**config.mk**
```make
export PLATFORM = sky130hd
export DESIGN_NAME = ddr3_init_sequencer
export DESIGN_NICKNAME = d
export VERILOG_FILES = /design/src/rtl/ddr3_init_sequencer.sv
export SDC_FILE = /design/constraint.sdc
export NUM_CORES = 1
export LEC_CHECK = 0
export CORE_UTILIZATION = 29
export DETAILED_ROUTE_END_ITERATION = 12
export DONT_BUFFER_PORTS = 1
export SLEW_MARGIN = 0
export SYNTH_ARGS = -nofsm -noshare
export SYNTH_HDL_FRONTEND = slang
export SYNTH_SLANG_ARGS = --single-unit
```
**constraint.sdc**
```tcl
create_clock -name clk -period 2.9 [get_ports clk]
set_clock_uncertainty 0.2 [all_clocks]
set_input_delay 0.435 -clock clk [delete_from_list [all_inputs] [get_ports clk]]
set_output_delay 0.435 -clock clk [all_outputs]
set_load 0.01 [all_outputs]
```
**src/rtl/ddr3_init_sequencer.sv**
```systemverilog
// DDR3 power-up initialization sequencer.
// Walks the JEDEC reset/CKE/MRS/ZQCL sequence using a single down-counter for
// every timed wait, then parks in DONE with ready asserted until restarted.
// All outputs come straight from flops that are loaded from the decode of the
// next state, so outputs and state change on the same edge.
module ddr3_init_sequencer #(
    parameter int              ADDR_W   = 14,
    parameter int              BA_W     = 3,
    parameter int              T_RESET  = 125000,
    parameter int              T_CKE    = 312500,
    parameter int              T_XPR    = 76,
    parameter int              T_MRD    = 6,
    parameter int              T_MOD    = 30,
    parameter int              T_ZQINIT = 1024,
    parameter logic [ADDR_W-1:0] MR0    = ADDR_W'('h0910),
    parameter logic [ADDR_W-1:0] MR1    = ADDR_W'('h0010),
    parameter logic [ADDR_W-1:0] MR2    = ADDR_W'('h0000),
    parameter logic [ADDR_W-1:0] MR3    = ADDR_W'('h0000),
    parameter int              FAST_SIM = 0
) (
    input  logic              clk,
    input  logic              reset,
    input  logic              init,
    output logic              ready,
    output logic              busy,
    output logic              csbar,
    output logic              rasbar,
    output logic              casbar,
    output logic              webar,
    output logic [BA_W-1:0]   ba,
    output logic [ADDR_W-1:0] a,
    output logic              cke,
    output logic              resetbar,
    output logic              odt,
    output logic              ts_con
);

    // Long power-up waits collapse to a short fixed value for fast simulation.
    localparam int T_RST_E = (FAST_SIM != 0) ? 16 : T_RESET;
    localparam int T_CKE_E = (FAST_SIM != 0) ? 16 : T_CKE;

    function automatic int max2(input int x, input int y);
        return (x > y) ? x : y;
    endfunction

    localparam int T_MAX = max2(max2(max2(T_RST_E, T_CKE_E), max2(T_XPR, T_MRD)),
                                max2(T_MOD, T_ZQINIT));
    localparam int CNT_W = $clog2(T_MAX + 1);

    localparam logic [3:0] CMD_NOP  = 4'b0111;
    localparam logic [3:0] CMD_MRS  = 4'b0000;
    localparam logic [3:0] CMD_ZQCL = 4'b0110;

    // ZQCL long calibration: only A10 set.
    localparam logic [ADDR_W-1:0] ZQ_ADDR = ADDR_W'(32'h0000_0400);

    typedef enum logic [3:0] {
        S_IDLE, S_RST_LOW, S_CKE_WAIT, S_XPR_WAIT,
        S_MRS2, S_MRS3, S_MRS1, S_MRS0,
        S_MRD_WAIT, S_MOD_WAIT, S_ZQCL, S_ZQ_WAIT, S_DONE
    } state_t;

    state_t              state_q, state_d;
    logic [CNT_W-1:0]    cnt_q, cnt_d;
    // Which MRS preceded the shared MRD wait, so the wait knows where to go next.
    logic [1:0]          mr_q, mr_d;

    logic [3:0]          cmd_q, cmd_d;
    logic [BA_W-1:0]     ba_q, ba_d;
    logic [ADDR_W-1:0]   a_q, a_d;
    logic                cke_q, cke_d;
    logic                resetbar_q, resetbar_d;
    logic                ready_q, ready_d;
    logic                busy_q, busy_d;
    logic                odt_q, ts_con_q;

    logic                expired;
    assign expired = (cnt_q == '0);

    // Next-state and wait-counter sequencing.
    always_comb begin
        // NOTE: every comb output gets a default first so no path infers a latch.
        state_d = state_q;
        cnt_d   = cnt_q;
        mr_d    = mr_q;
        if (!expired) cnt_d = cnt_q - CNT_W'(1);
        unique case (state_q)
            S_IDLE, S_DONE: begin
                if (init) begin
                    state_d = S_RST_LOW;
                    cnt_d   = CNT_W'(T_RST_E - 1);
                end
            end
            S_RST_LOW: if (expired) begin
                state_d = S_CKE_WAIT;
                cnt_d   = CNT_W'(T_CKE_E - 1);
            end
            S_CKE_WAIT: if (expired) begin
                state_d = S_XPR_WAIT;
                cnt_d   = CNT_W'(T_XPR - 1);
            end
            S_XPR_WAIT: if (expired) state_d = S_MRS2;
            S_MRS2, S_MRS3, S_MRS1: begin
                state_d = S_MRD_WAIT;
                cnt_d   = CNT_W'(T_MRD - 1);
                mr_d    = (state_q == S_MRS2) ? 2'd2 : (state_q == S_MRS3) ? 2'd3 : 2'd1;
            end
            S_MRD_WAIT: if (expired) begin
                unique case (mr_q)
                    2'd2:    state_d = S_MRS3;
                    2'd3:    state_d = S_MRS1;
                    default: state_d = S_MRS0;
                endcase
            end
            S_MRS0: begin
                state_d = S_MOD_WAIT;
                cnt_d   = CNT_W'(T_MOD - 1);
            end
            S_MOD_WAIT: if (expired) state_d = S_ZQCL;
            S_ZQCL: begin
                state_d = S_ZQ_WAIT;
                cnt_d   = CNT_W'(T_ZQINIT - 1);
            end
            S_ZQ_WAIT: if (expired) state_d = S_DONE;
            default: state_d = S_IDLE;
        endcase
    end

    // Output decode of the state being entered, registered below.
    always_comb begin
        cmd_d      = CMD_NOP;
        ba_d       = '0;
        a_d        = '0;
        cke_d      = 1'b1;
        resetbar_d = 1'b1;
        ready_d    = 1'b0;
        busy_d     = 1'b1;
        unique case (state_d)
            S_IDLE: begin
                cke_d      = 1'b0;
                resetbar_d = 1'b0;
                busy_d     = 1'b0;
            end
            S_RST_LOW: begin
                cke_d      = 1'b0;
                resetbar_d = 1'b0;
            end
            S_CKE_WAIT: cke_d = 1'b0;
            S_MRS2: begin cmd_d = CMD_MRS; ba_d = BA_W'(2'd2); a_d = MR2; end
            S_MRS3: begin cmd_d = CMD_MRS; ba_d = BA_W'(2'd3); a_d = MR3; end
            S_MRS1: begin cmd_d = CMD_MRS; ba_d = BA_W'(2'd1); a_d = MR1; end
            S_MRS0: begin cmd_d = CMD_MRS; ba_d = BA_W'(2'd0); a_d = MR0; end
            S_ZQCL: begin cmd_d = CMD_ZQCL; a_d = ZQ_ADDR; end
            S_DONE: begin
                ready_d = 1'b1;
                busy_d  = 1'b0;
            end
            default: ;
        endcase
    end

    // State, counter and registered outputs; synchronous reset wins over init.
    always_ff @(posedge clk) begin
        // NOTE: only the control state and the outputs need a reset value; the
        // counter is reset too so a stale count can never leak into a new run.
        if (reset) begin
            state_q    <= S_IDLE;
            cnt_q      <= '0;
            mr_q       <= '0;
            cmd_q      <= CMD_NOP;
            ba_q       <= '0;
            a_q        <= '0;
            cke_q      <= 1'b0;
            resetbar_q <= 1'b0;
            ready_q    <= 1'b0;
            busy_q     <= 1'b0;
            odt_q      <= 1'b0;
            ts_con_q   <= 1'b0;
        end else begin
            // NOTE: non-blocking assignments keep every flop sampling pre-edge values.
            state_q    <= state_d;
            cnt_q      <= cnt_d;
            mr_q       <= mr_d;
            cmd_q      <= cmd_d;
            ba_q       <= ba_d;
            a_q        <= a_d;
            cke_q      <= cke_d;
            resetbar_q <= resetbar_d;
            ready_q    <= ready_d;
            busy_q     <= busy_d;
            odt_q      <= 1'b0;
            ts_con_q   <= 1'b0;
        end
    end

    assign {csbar, rasbar, casbar, webar} = cmd_q;
    assign ba       = ba_q;
    assign a        = a_q;
    assign cke      = cke_q;
    assign resetbar = resetbar_q;
    assign ready    = ready_q;
    assign busy     = busy_q;
    assign odt      = odt_q;
    assign ts_con   = ts_con_q;

endmodule

```
# Word-level counts from Yosys, hierarchy flattened

Cells that the tools add are included.

$add $sub $neg: 1
Equal/unequal tests: 22
Mux-type cells: 23
Reductions and logical operators: 9

Operators with widths:

| kind                                                                  | number |
|---|---|
| 19-bit one-hot mux with 6 select lines                                | 1 |
| 19-bit 2-to-1 mux                                                     | 4 |
| 4-bit one-hot mux with 10 select lines                                | 1 |
| 12-bit one-hot mux with 3 select lines                                | 1 |
| 4-bit by 3-bit == test with 1-bit output (second input constant)      | 8 |
| 4-bit == test (second input constant)                                 | 7 |
| 4-bit 2-to-1 mux                                                      | 7 |
| 19-bit zero test                                                      | 1 |
| 19-bit by 1-bit subtractor with 19-bit output (second input constant) | 1 |
| 4-bit by 2-bit == test with 1-bit output (second input constant)      | 3 |
| 4-bit by 1-bit == test with 1-bit output (second input constant)      | 2 |
| 4-bit zero test                                                       | 2 |
| 2-bit one-hot mux with 3 select lines                                 | 1 |
| 3-bit one-hot mux with 2 select lines                                 | 1 |
| 2-bit OR reduction                                                    | 3 |
| 3-bit OR reduction                                                    | 2 |
| 2-bit == test (second input constant)                                 | 2 |
| 1-bit 2-to-1 mux                                                      | 4 |
| 2-bit 2-to-1 mux                                                      | 2 |
| 2-bit one-hot mux with 2 select lines                                 | 1 |
| 4-bit OR reduction                                                    | 1 |

Flip-flop bits (word level): 50
Input bits: 3
Output and inout port bits: 27
Logic and storage cells: 65

# Depth between registers and ports, before layout

Gate-level depths: netlist (run 1).

Word-level depth: 7
Gate-level depth with buffers: 9
Depth with buffers taken out: 8

# Worst setup path before layout (run 1)

OpenSTA, ideal clock, no wires.

Path kind: register to register
From: register cnt_q[10]
To: register busy_q, in the netlist busy
Setup time: 135 ps
Arrival: 1843 ps
Setup slack: 722 ps
Stages on the path, launching flop included: 8
Buffers on the path: 1
Clock period less this slack: 2178 ps
Path through: dfxtp_1 -> nor4_4 -> and4_1 -> clkbuf_1 -> a31oi_1 -> o21a_1 -> nor3_1 -> a21oi_1

Word-level cells in the longest chain between the ends: 6
Elaborated cells on any way between the ends: 12
Classes of those cells: 1 x eq/ne; 8 x mux; 3 x reduce/logical

Ends and longest elaborated chain:

| element                                                 | RTL line | text |
|---|---|---|
| start: declaration                                      | 64       | `logic [CNT_W-1:0] cnt_q, cnt_d;` |
| start signal: assignment                                | 182      | `cnt_q <= cnt_d;` |
| 19-bit zero test *                                      | 78       | `assign expired = (cnt_q == '0);` |
| 4-bit 2-to-1 mux (tied with other cells)                | 124      | `S_ZQ_WAIT: if (expired) state_d = S_DONE;` |
| 4-bit one-hot mux with 10 select lines *                | 87       | `unique case (state_q)` |
| 4-bit == test / 4-bit zero test (equally long branches) | 138      | `unique case (state_d)` |
| 2-bit OR reduction (no source line) *                   | --       |  |
| 1-bit 2-to-1 mux *                                      | 138      |  |
| end signal: assignment                                  | 190      | `busy_q <= busy_d;` |
| end: declaration                                        | 74       | `logic busy_q, busy_d;` |

Every way passes the cells marked *; elsewhere a longest branch is shown, timed or not.
A chain may end at the register's enable or synchronous reset.

# Worst setup path in the final report (run 1)

From: register cnt_q[0]
To: register ba_q[0], in the netlist ba[0]

Word-level cells in the longest chain between the ends: 5
Elaborated cells on any way between the ends: 12
Classes of those cells: 3 x eq/ne; 8 x mux; 1 x reduce/logical

Ends and longest elaborated chain:

| element                                  | RTL line | text |
|---|---|---|
| 19-bit zero test *                       | 78       |  |
| 4-bit 2-to-1 mux (tied with other cells) | 124      |  |
| 4-bit one-hot mux with 10 select lines * | 87       |  |
| 4-bit by 3-bit == test with 1-bit output | 138      |  |
| 2-bit one-hot mux with 3 select lines *  | 138      |  |
| end signal: assignment                   | 171      | `ba_q <= '0;` |
| end signal: assignment                   | 185      | `ba_q <= ba_d;` |
| end: declaration                         | 69       | `logic [BA_W-1:0] ba_q, ba_d;` |

Marks and branches as above.

==> results of run 1 <==
## power breakdown
part	internal [uW]	switching, uW
sequential	555	92.1
combinational	206	263
clock	193	174
## layer usage
layer  up-vias  routed length [um]  track usage [%]
li1        876                   -                -
met2        95                2084            20.40
met1       815                2219            18.65
met3        13                 406            3.602
met5         -                   0                0
met4         0                 134            6.364
## cell families after synthesis
kind of cell | after synthesis | share of synthesized area [%]
buffers and inverters | 32 | 8.939
xor gates and xnor gates | 15 | 6.258
other | 1 | 0.1786
AOI/OAI and AO/OA | 60 | 18.48
adders and majority gates | 2 | 1.192
and+or+nand+nor | 109 | 30.63
DFF | 36 | 34.33
## Yosys cell counts (3+ instances only)
cell	count	area, um2
a21oi_1	22	110.1
nor3_1	13	65.06
nand2b_1	3	18.77
nor2_1	27	101.4
nor2b_1	7	43.79
nor4_2	3	37.54
nand3_1	8	40.04
buf_4	16	120.1
a211oi_1	5	37.54
nand2_1	19	71.32
o21ai_0	10	50.05
xor2_1	7	61.31
a31oi_1	4	25.02
dfxtp_1	36	720.7
nand4_1	3	18.77
xnor2_1	8	70.07
clkbuf_1	9	33.78
inv_1	5	18.77
## layout make-up
type | instances | area, um2 | share of cell area, %
multi-input combinational | 200 | 1240 | 55.21
clock inverter | 1 | 7.507 | 0.3343
sequential | 36 | 720.7 | 32.09
tap | 96 | 120.1 | 5.348
timing repair buffer | 7 | 52.55 | 2.340
inverter | 5 | 18.77 | 0.8357
clock buffer | 7 | 86.33 | 3.844
## flip-flops by register name, summed over array words and instances, names as in the netlist
name and count:
mr_q 2, state_q 4, busy 1, cke 1, cmd_q 2, resetbar 1
cnt_q 19, ready 1, ba 2, a 3
## worst max-delay path by stage
stage                          from                   end  slack, ns  cells after the start
2_1_floorplan  cnt_q[10]$_SDFF_PP0_       busy$_SDFF_PP0_       0.72                      7
3_3_place_gp    cnt_q[2]$_SDFF_PP0_  cnt_q[15]$_SDFF_PP0_       0.56                      6
3_5_place_dp    cnt_q[0]$_SDFF_PP0_      ba[0]$_SDFF_PP0_       0.52                      8
4_1_cts         cnt_q[0]$_SDFF_PP0_      ba[0]$_SDFF_PP0_       0.50                      8
5_1_grt         cnt_q[0]$_SDFF_PP0_   cnt_q[9]$_SDFF_PP0_       0.33                      8
6_report        cnt_q[0]$_SDFF_PP0_      ba[0]$_SDFF_PP0_       0.48                      8
## through the flow
stage | cells | hold slack [ns]
finish | 352 | 0.01014
global route | 352 | 0.005599
CTS | 352 | 0.008172
detailed placement | 344 | 0.3119
global placement | 344 | 0.3036
floorplan | 268 | 0.2785
## critical path: cells and delay by family, from the launching register on
family                   cells  cell delay [ns]
AO/OA/AOI/OAI                1             0.22
buffers and inverters        1             0.10
adder cells (fa/ha/maj)      1             0.16
flip-flops                   1             0.36
AND/OR/NAND/NOR              5             1.30
==> flow_metrics.env, run 1 <==
export IMPL_final_nets=260
export IMPL_cts_buffer_depth=2
export IMPL_finalHoldViolations=0
export IMPL_slew_headroom_pct=60.98
export IMPL_grt_setup_unrepaired="false"
export IMPL_period_share_pct=83.29
export IMPL_htree_levels=2
export IMPL_dr_pass1_iters=4
export IMPL_syn_inst=255
export IMPL_start_util_pct=30.40
export IMPL_drt_iter0_markers=132
export IMPL_total_power_uw=1483
export IMPL_async_flop_share_pct=0
export IMPL_clk_pin_slew_worst_paths_ns=0.07
export IMPL_routed_via_density=5.111
export IMPL_syn_avg_cell_area_um2=8.233
export IMPL_cts_buffers=5
export IMPL_track_usage_pct=13.81
export IMPL_slowest_stage="or4_4"
export IMPL_post_cts_setup_buffers=0
export IMPL_reg2reg_to="ba[0]$_SDFF_PP0_"
export IMPL_cts_hold_fix_buffers=0
export IMPL_hold_depth=1
export IMPL_cts_sinks=36
export IMPL_coreArea_um2=6907
export IMPL_ios=30
export IMPL_status="complete, no violations"
export IMPL_post_synth_num_cell_types=56
export IMPL_critPathKind="flop to flop"
export IMPL_synth_seq_cells=36
export IMPL_setup_viol=0
export IMPL_drc=0
export IMPL_wirelength_um=4846
export IMPL_fillers=723
export IMPL_seq_area_frac_synth_pct=34.33
export IMPL_slew_viol_final=0
export IMPL_rows=30
export IMPL_period_minus_slack_ns=2.415
export IMPL_worstMarginPinSlew_ns=0.5779
export IMPL_die_h_um=87.09
export IMPL_cp_max_fo=8
export IMPL_timing_final_ws_setup_ns=0.4846
export IMPL_grt_overflow=0
export IMPL_final_util_pct=32.52
export IMPL_rr_startpoint="cnt_q[0]$_SDFF_PP0_"
export IMPL_hp_class="input pin to flop"
export IMPL_synth_edf_count=0
export IMPL_synth_area_um2=2100
export IMPL_antenna_cells=0
export IMPL_syn2layout_area_growth_pct=6.972
export IMPL_finalSetupTns_ns=0
export IMPL_drive_gt1_share_pct=12.50
export IMPL_mostFrequentLayoutCells="dfxtp_1 (36), nor2_1 (27), a21oi_1 (22)"
export IMPL_post_cts_resized=0
export IMPL_grt_max_degree=24
export IMPL_grt_pass1_wl_um=8066
export IMPL_grt_pass1_vias=1627
export IMPL_grt_antenna_before_repair=0
export IMPL_r2r_cells=8
export IMPL_path_cells="inv_1, ha_1, nor2b_1, nand4_2, or4_4, a21oi_4, nand2_2, nor3b_2"
export IMPL_antenna_left=0
export IMPL_worstPathArrival_ns=2.43
export IMPL_dpl_cell_area_um2=2152
export IMPL_wl_per_cell_um=13.77
export IMPL_drv_cap=0
export IMPL_die_width_um=87.09
export IMPL_yosysWarnings=0
export IMPL_synth_flop_cell="dfxtp_1"
export IMPL_num_vias=1799
export IMPL_port_buffers=0
export IMPL_fmax_ghz=0.4140
export IMPL_ir_drop_uv=205.7
export IMPL_dp_slack_ns=0.5169
export IMPL_cp_end_kind="flop"
export IMPL_slowest_delay_ns=0.58
export IMPL_clk_insertion_delay_late_ns=0.29
export IMPL_reg2reg_slack_ns=0.48
export IMPL_p_per_area_nw_per_um2=660.4
export IMPL_final_common_cell="dfxtp_1"
export IMPL_dp_hpwl_um=3615
export IMPL_fin_area_um2=2246
export IMPL_worstPathRequired_ns=2.92
export IMPL_gp_congestion=0.8733
export IMPL_min_to="busy$_SDFF_PP0_"
export IMPL_die_area_um2=7584
export IMPL_start_kind="flop"
export IMPL_holdCritStartpoint="reset"
export IMPL_root_buffer="clkbuf_8"
export IMPL_cts_tree="done"
export IMPL_leakage_uw=0.0008277
(Power assumes the default switching activity.)
==> run 2, diff against run 1 <==
- clock period: 2.9 -> 2.4 ns (I/O delays scaled with it)
==> run 2 against run 1 <==
Effect of this change:
- via count up 7.9%
- register-to-register slack lost 0.41 ns
- combinational power increased by 35%
- power grew 31%
- clock power rose by 42%
- hold slack better by 0.0035 ns
- global-route usage increased by 1.1 points
- wire length rose by 8.8%
- largest power group unchanged
==> flow_metrics.env, run 2 (synthesis gave the netlist of run 1 again) <==
export IMPL_cts_tree="done"
export IMPL_p_per_area_nw_per_um2=812.5
export IMPL_cts_buffers=5
export IMPL_final_common_cell="dfxtp_1"
export IMPL_hp_class="input pin to flop"
export IMPL_fmax_ghz=0.4292
export IMPL_coreArea_um2=6907
export IMPL_path_delay_family="compound AO/OA/AOI/OAI gates"
export IMPL_p_sw_uw=680.8
export IMPL_mostFrequentLayoutCells="dfxtp_1 (36), nor2_1 (26), a21oi_1 (22)"
export IMPL_slowest_delay_ns=0.43
export IMPL_cts_buffer_depth=2
export IMPL_grt_max_degree=18
export IMPL_largest_register="cnt_q"
export IMPL_rows=30
export IMPL_die_h_um=87.09
export IMPL_slowest_stage="dfxtp_1"
export IMPL_worstPathArrival_ns=2.35
export IMPL_die_area_um2=7584
export IMPL_switching_share_pct=34.99
export IMPL_drv_cap=0
export IMPL_seqPwrFrac_pct=40.6
export IMPL_worstPathRequired_ns=2.43
export IMPL_critPathBufInv=2
export IMPL_dr_pass1_iters=5
export IMPL_drt_iter0_markers=273
export IMPL_clk_insertion_delay_late_ns=0.29
export IMPL_cp_end_kind="flop"
export IMPL_gp_congestion=0.9520
export IMPL_drc=0
export IMPL_finalHoldViolations=0
export IMPL_p_clk_share_pct=26.8
export IMPL_antenna_left=0
export IMPL_htree_levels=2
export IMPL_cp_max_fo=6
export IMPL_grt_pass1_vias=1767
export IMPL_grt_antenna_before_repair=0
export IMPL_num_vias=1942
export IMPL_reg2reg_slack_ns=0.07
export IMPL_clk_pin_slew_worst_paths_ns=0.07
export IMPL_track_usage_pct=14.95
export IMPL_path_cells="inv_1, ha_1, nor2b_2, nand4_2, buf_4, nor2_2, o211ai_1, nand3_1, a21oi_1"
export IMPL_syn2layout_area_growth_pct=14.06
export IMPL_final_nets=274
export IMPL_wl_per_cell_um=14.40
export IMPL_slew_headroom_pct=46.87
export IMPL_setup_viol=0
export IMPL_leakage_uw=0.0009094
export IMPL_total_power_uw=1946
export IMPL_ios=30
export IMPL_cts_sinks=36
export IMPL_power_frac_comb_pct=32.6
export IMPL_dp_slack_ns=0.1092
export IMPL_start_util_pct=30.40
export IMPL_critPathKind="flop to flop"
export IMPL_status="complete, no violations"
export IMPL_port_buffers=0
export IMPL_grt_overflow=0
export IMPL_largest_reg_flops=19
export IMPL_timing_final_ws_setup_ns=0.07011
export IMPL_slew_viol_final=0
export IMPL_period_minus_slack_ns=2.330
export IMPL_antenna_cells=0
export IMPL_routed_via_density=5.306
export IMPL_start_kind="flop"
export IMPL_root_buffer="clkbuf_8"
export IMPL_dp_hpwl_um=3846
export IMPL_drive_gt1_share_pct=18.52
export IMPL_die_width_um=87.09
export IMPL_cellInternalPower_uw=1265
export IMPL_period_share_pct=97.08
export IMPL_grt_pass1_wl_um=8680
export IMPL_ir_drop_uv=283.1
export IMPL_worstMarginPinSlew_ns=0.7943
export IMPL_wirelength_um=5272
[run 2: final timing paths]
path | start | to | depth (start not counted)
setup / recovery | cnt_q[0]$_SDFF_PP0_ | cnt_q[13]$_SDFF_PP0_ | 9
hold / removal | reset | cnt_q[1]$_SDFF_PP0_ | 2
setup reg to reg | cnt_q[0]$_SDFF_PP0_ | cnt_q[13]$_SDFF_PP0_ | 9
hold reg to reg | mr_q[1]$_SDFFE_PP0P_ | mr_q[1]$_SDFFE_PP0P_ | 2
[run 2: what timing repair did]
action                                  CTS  global route
gates resized for setup                   0             7
endpoints found under the setup margin    0            13
setup buffers                             0             1
hold buffers                              1             0
endpoints found under the hold margin    17             0
[run 2: metal layers]
metal	global-route usage, %	up-vias	share of wire [%]
met3	3.223	24	8.5
met4	7.424	0	3.4
li1	-	907	-
met1	20.49	894	46
met5	0	-	0
met2	21.98	117	42
[run 2: area by class of cell]
cell class	instances	area (um2)
Inverter	5	18.77
Tap cell	96	120.1
Clock buffer	6	72.57
Clock inverter	2	35.03
Fill cell	744	4512
Timing Repair Buffer	21	160.2
Multi-Input combinational cell	200	1267
Sequential cell	36	720.7
[run 2: worst register-to-register path: cells and delay by family (launching register included)]
family                   cells  cell delay, ns
adder cells (fa/ha/maj)      1            0.21
AO/OA/AOI/OAI                2            0.59
AND/OR/NAND/NOR              4            0.57
flip-flops                   1            0.43
buffers and inverters        2            0.25
[run 2: power by group through the flow]
stage | Sequential, uW | Combinational (uW) | Clock (uW)
5_1_grt | 800 | 704 | 565
3_3_place_gp | 795 | 598 | 0
6_report | 789 | 634 | 522
4_1_cts | 782 | 611 | 536
2_1_floorplan | 761 | 475 | 0
3_5_place_dp | 794 | 601 | 0
[run 2: per-stage QoR]
stage / hold WS, ns / area, um2 / setup TNS [ns] / utilization, % / cells
after floorplan: 0.2339 / 2148 / 0 / - / 268
after global placement: 0.2335 / 2242 / 0 / 32.46 / 356
after detailed placement: 0.2333 / 2242 / 0 / 32.46 / 356
after CTS: 0.007972 / 2360 / 0 / 34.17 / 365
after global routing: 0.002028 / 2395 / -0.001059 / 34.67 / 366
final: 0.01366 / 2395 / 0 / 34.67 / 366
==> run 3, diff against run 2 <==
- CORE_MARGIN: unset -> 5
- clock period: 2.4 -> 2.5 ns (I/O delays scaled with it)
==> run 3 against run 2 <==
Effect of this change:
- sequential power decreased by 4.8%
- count of clock-buffer cells in the layout did not move
- clock power shrank 18%
- die area is 19% higher
- wire length fell by 2.5%
- largest power group unchanged
==> flow_metrics.env, run 3 (synthesis gave the netlist of run 1 again) <==
export IMPL_status="complete, no violations"
export IMPL_worstPathArrival_ns=2.32
export IMPL_grt_antenna_before_repair=0
export IMPL_worstMarginPinSlew_ns=0.7786
export IMPL_clk_insertion_delay_late_ns=0.30
export IMPL_drc=0
export IMPL_hp_class="input pin to flop"
export IMPL_finalSetupTns_ns=0
export IMPL_cts_buffer_depth=2
export IMPL_grt_pass1_vias=1643
export IMPL_slew_headroom_pct=47.92
export IMPL_dp_hpwl_um=3784
export IMPL_antenna_cells=0
export IMPL_min_to="cnt_q[1]$_SDFF_PP0_"
export IMPL_cts_tree="done"
export IMPL_reg2reg_to="cnt_q[17]$_SDFF_PP0_"
export IMPL_drt_iter0_markers=192
export IMPL_cts_buffers=5
export IMPL_clk_pin_slew_worst_paths_ns=0.08
export IMPL_r2r_cells=6
export IMPL_port_buffers=0
export IMPL_hold_depth=2
export IMPL_mostFrequentLayoutCells="dfxtp_1 (36), nor2_1 (26), a21oi_1 (22)"
export IMPL_period_share_pct=94.81
export IMPL_final_common_cell="dfxtp_1"
export IMPL_p_per_area_nw_per_um2=757.4
export IMPL_die_area_um2=9041
export IMPL_start_kind="flop"
export IMPL_die_h_um=95.09
export IMPL_critPathKind="flop to flop"
export IMPL_dr_pass1_iters=4
export IMPL_ir_drop_uv=171.2
export IMPL_crit_top_cell="nor3_2"
export IMPL_largest_reg_flops=19
export IMPL_final_nets=269
export IMPL_syn2layout_area_growth_pct=10.55
export IMPL_setup_viol=0
export IMPL_root_buffer="clkbuf_8"
export IMPL_dpl_cell_area_um2=2216
export IMPL_gp_congestion=0.9382
export IMPL_leakage_uw=0.0008742
export IMPL_wirelength_um=5140
export IMPL_drive_gt1_share_pct=15.85
export IMPL_holdCritStartpoint="reset"
export IMPL_rows=31
export IMPL_grt_overflow=0
export IMPL_antenna_left=0
export IMPL_worstPathRequired_ns=2.45
export IMPL_grt_setup_unrepaired="false"
export IMPL_ios=30
export IMPL_cts_sinks=36
export IMPL_slew_viol_final=0
export IMPL_largest_register="cnt_q"
export IMPL_fmax_ghz=0.4219
export IMPL_rr_startpoint="cnt_q[0]$_SDFF_PP0_"
export IMPL_num_vias=1837
export IMPL_die_width_um=95.09
export IMPL_reg2reg_slack_ns=0.13
export IMPL_wl_per_cell_um=14.12
export IMPL_slowest_stage="or4_4"
export IMPL_cp_max_fo=6
export IMPL_grt_max_degree=18
export IMPL_cp_end_kind="flop"
export IMPL_period_minus_slack_ns=2.370
export IMPL_routed_via_density=5.047
export IMPL_coreArea_um2=7137
export IMPL_slowest_delay_ns=0.57
export IMPL_total_power_uw=1758
export IMPL_htree_levels=2
export IMPL_path_cells="or4_4, nor4_2, or4b_1, nor3_2, xnor2_1, nor3_2"
export IMPL_fin_area_um2=2321
export IMPL_track_usage_pct=11.82
export IMPL_grt_pass1_wl_um=8424
export IMPL_finalHoldViolations=0
export IMPL_final_util_pct=32.52
export IMPL_drv_cap=0
export IMPL_start_util_pct=29.42
run 3: final cells by class:
cell class	count	area (um2)
Inverter	5	18.77
Clock inverter	2	10.01
Sequential cell	36	720.7
Timing Repair Buffer	16	122.6
Fill cell	751	4816
Clock buffer	6	82.58
Multi-Input combinational cell	200	1242
Tap cell	99	123.9
run 3: power by group:
group	internal [uW]	switching, uW
clock	220	209
combinational	259	319
sequential	644	107
run 3: worst max path at each step:
stage                              start                    to  depth (start not counted)
floorplan           cnt_q[10]$_SDFF_PP0_       busy$_SDFF_PP0_                          7
global placement     cnt_q[0]$_SDFF_PP0_  cnt_q[15]$_SDFF_PP0_                          6
detailed placement   cnt_q[0]$_SDFF_PP0_  cnt_q[15]$_SDFF_PP0_                          6
CTS                  cnt_q[0]$_SDFF_PP0_  cnt_q[17]$_SDFF_PP0_                          6
global route         cnt_q[2]$_SDFF_PP0_  cnt_q[15]$_SDFF_PP0_                          6
finish               cnt_q[0]$_SDFF_PP0_  cnt_q[17]$_SDFF_PP0_                          6
run 3: metrics by stage:
| step | setup WS (ns) | hold slack (ns) | instances |
|---|---|---|---|
| floorplan | 0.3222 | 0.2489 | 268 |
| global placement | 0.1503 | 0.2506 | 355 |
| detailed placement | 0.1846 | 0.2493 | 355 |
| CTS | 0.1297 | 0.02545 | 364 |
| global route | 0.01301 | 0.04231 | 364 |
| finish | 0.1299 | 0.03332 | 364 |
run 3: per-layer routing:
| metal | part of all wire, % | track usage (%) |
|---|---|---|
| met5 | 0 | 0 |
| met4 | 1.8 | 3.606 |
| met3 | 7.5 | 2.526 |
| met2 | 45 | 18.95 |
| met1 | 46 | 15.85 |
run 3: critical path: cells and delay by family, from the launching register on:
kind	cells	cell delay (ns)
AND/OR/NAND/NOR	5	1.50
XOR/XNOR	1	0.15
flip-flops	1	0.36
run 3: what timing repair did:
action                                 in CTS  in global routing
setup endpoints to repair                   0                  1
buffers inserted                            0                  0
gates resized for setup                     0                  1
hold buffers                                1                  0
endpoints found under the hold margin      17                  0
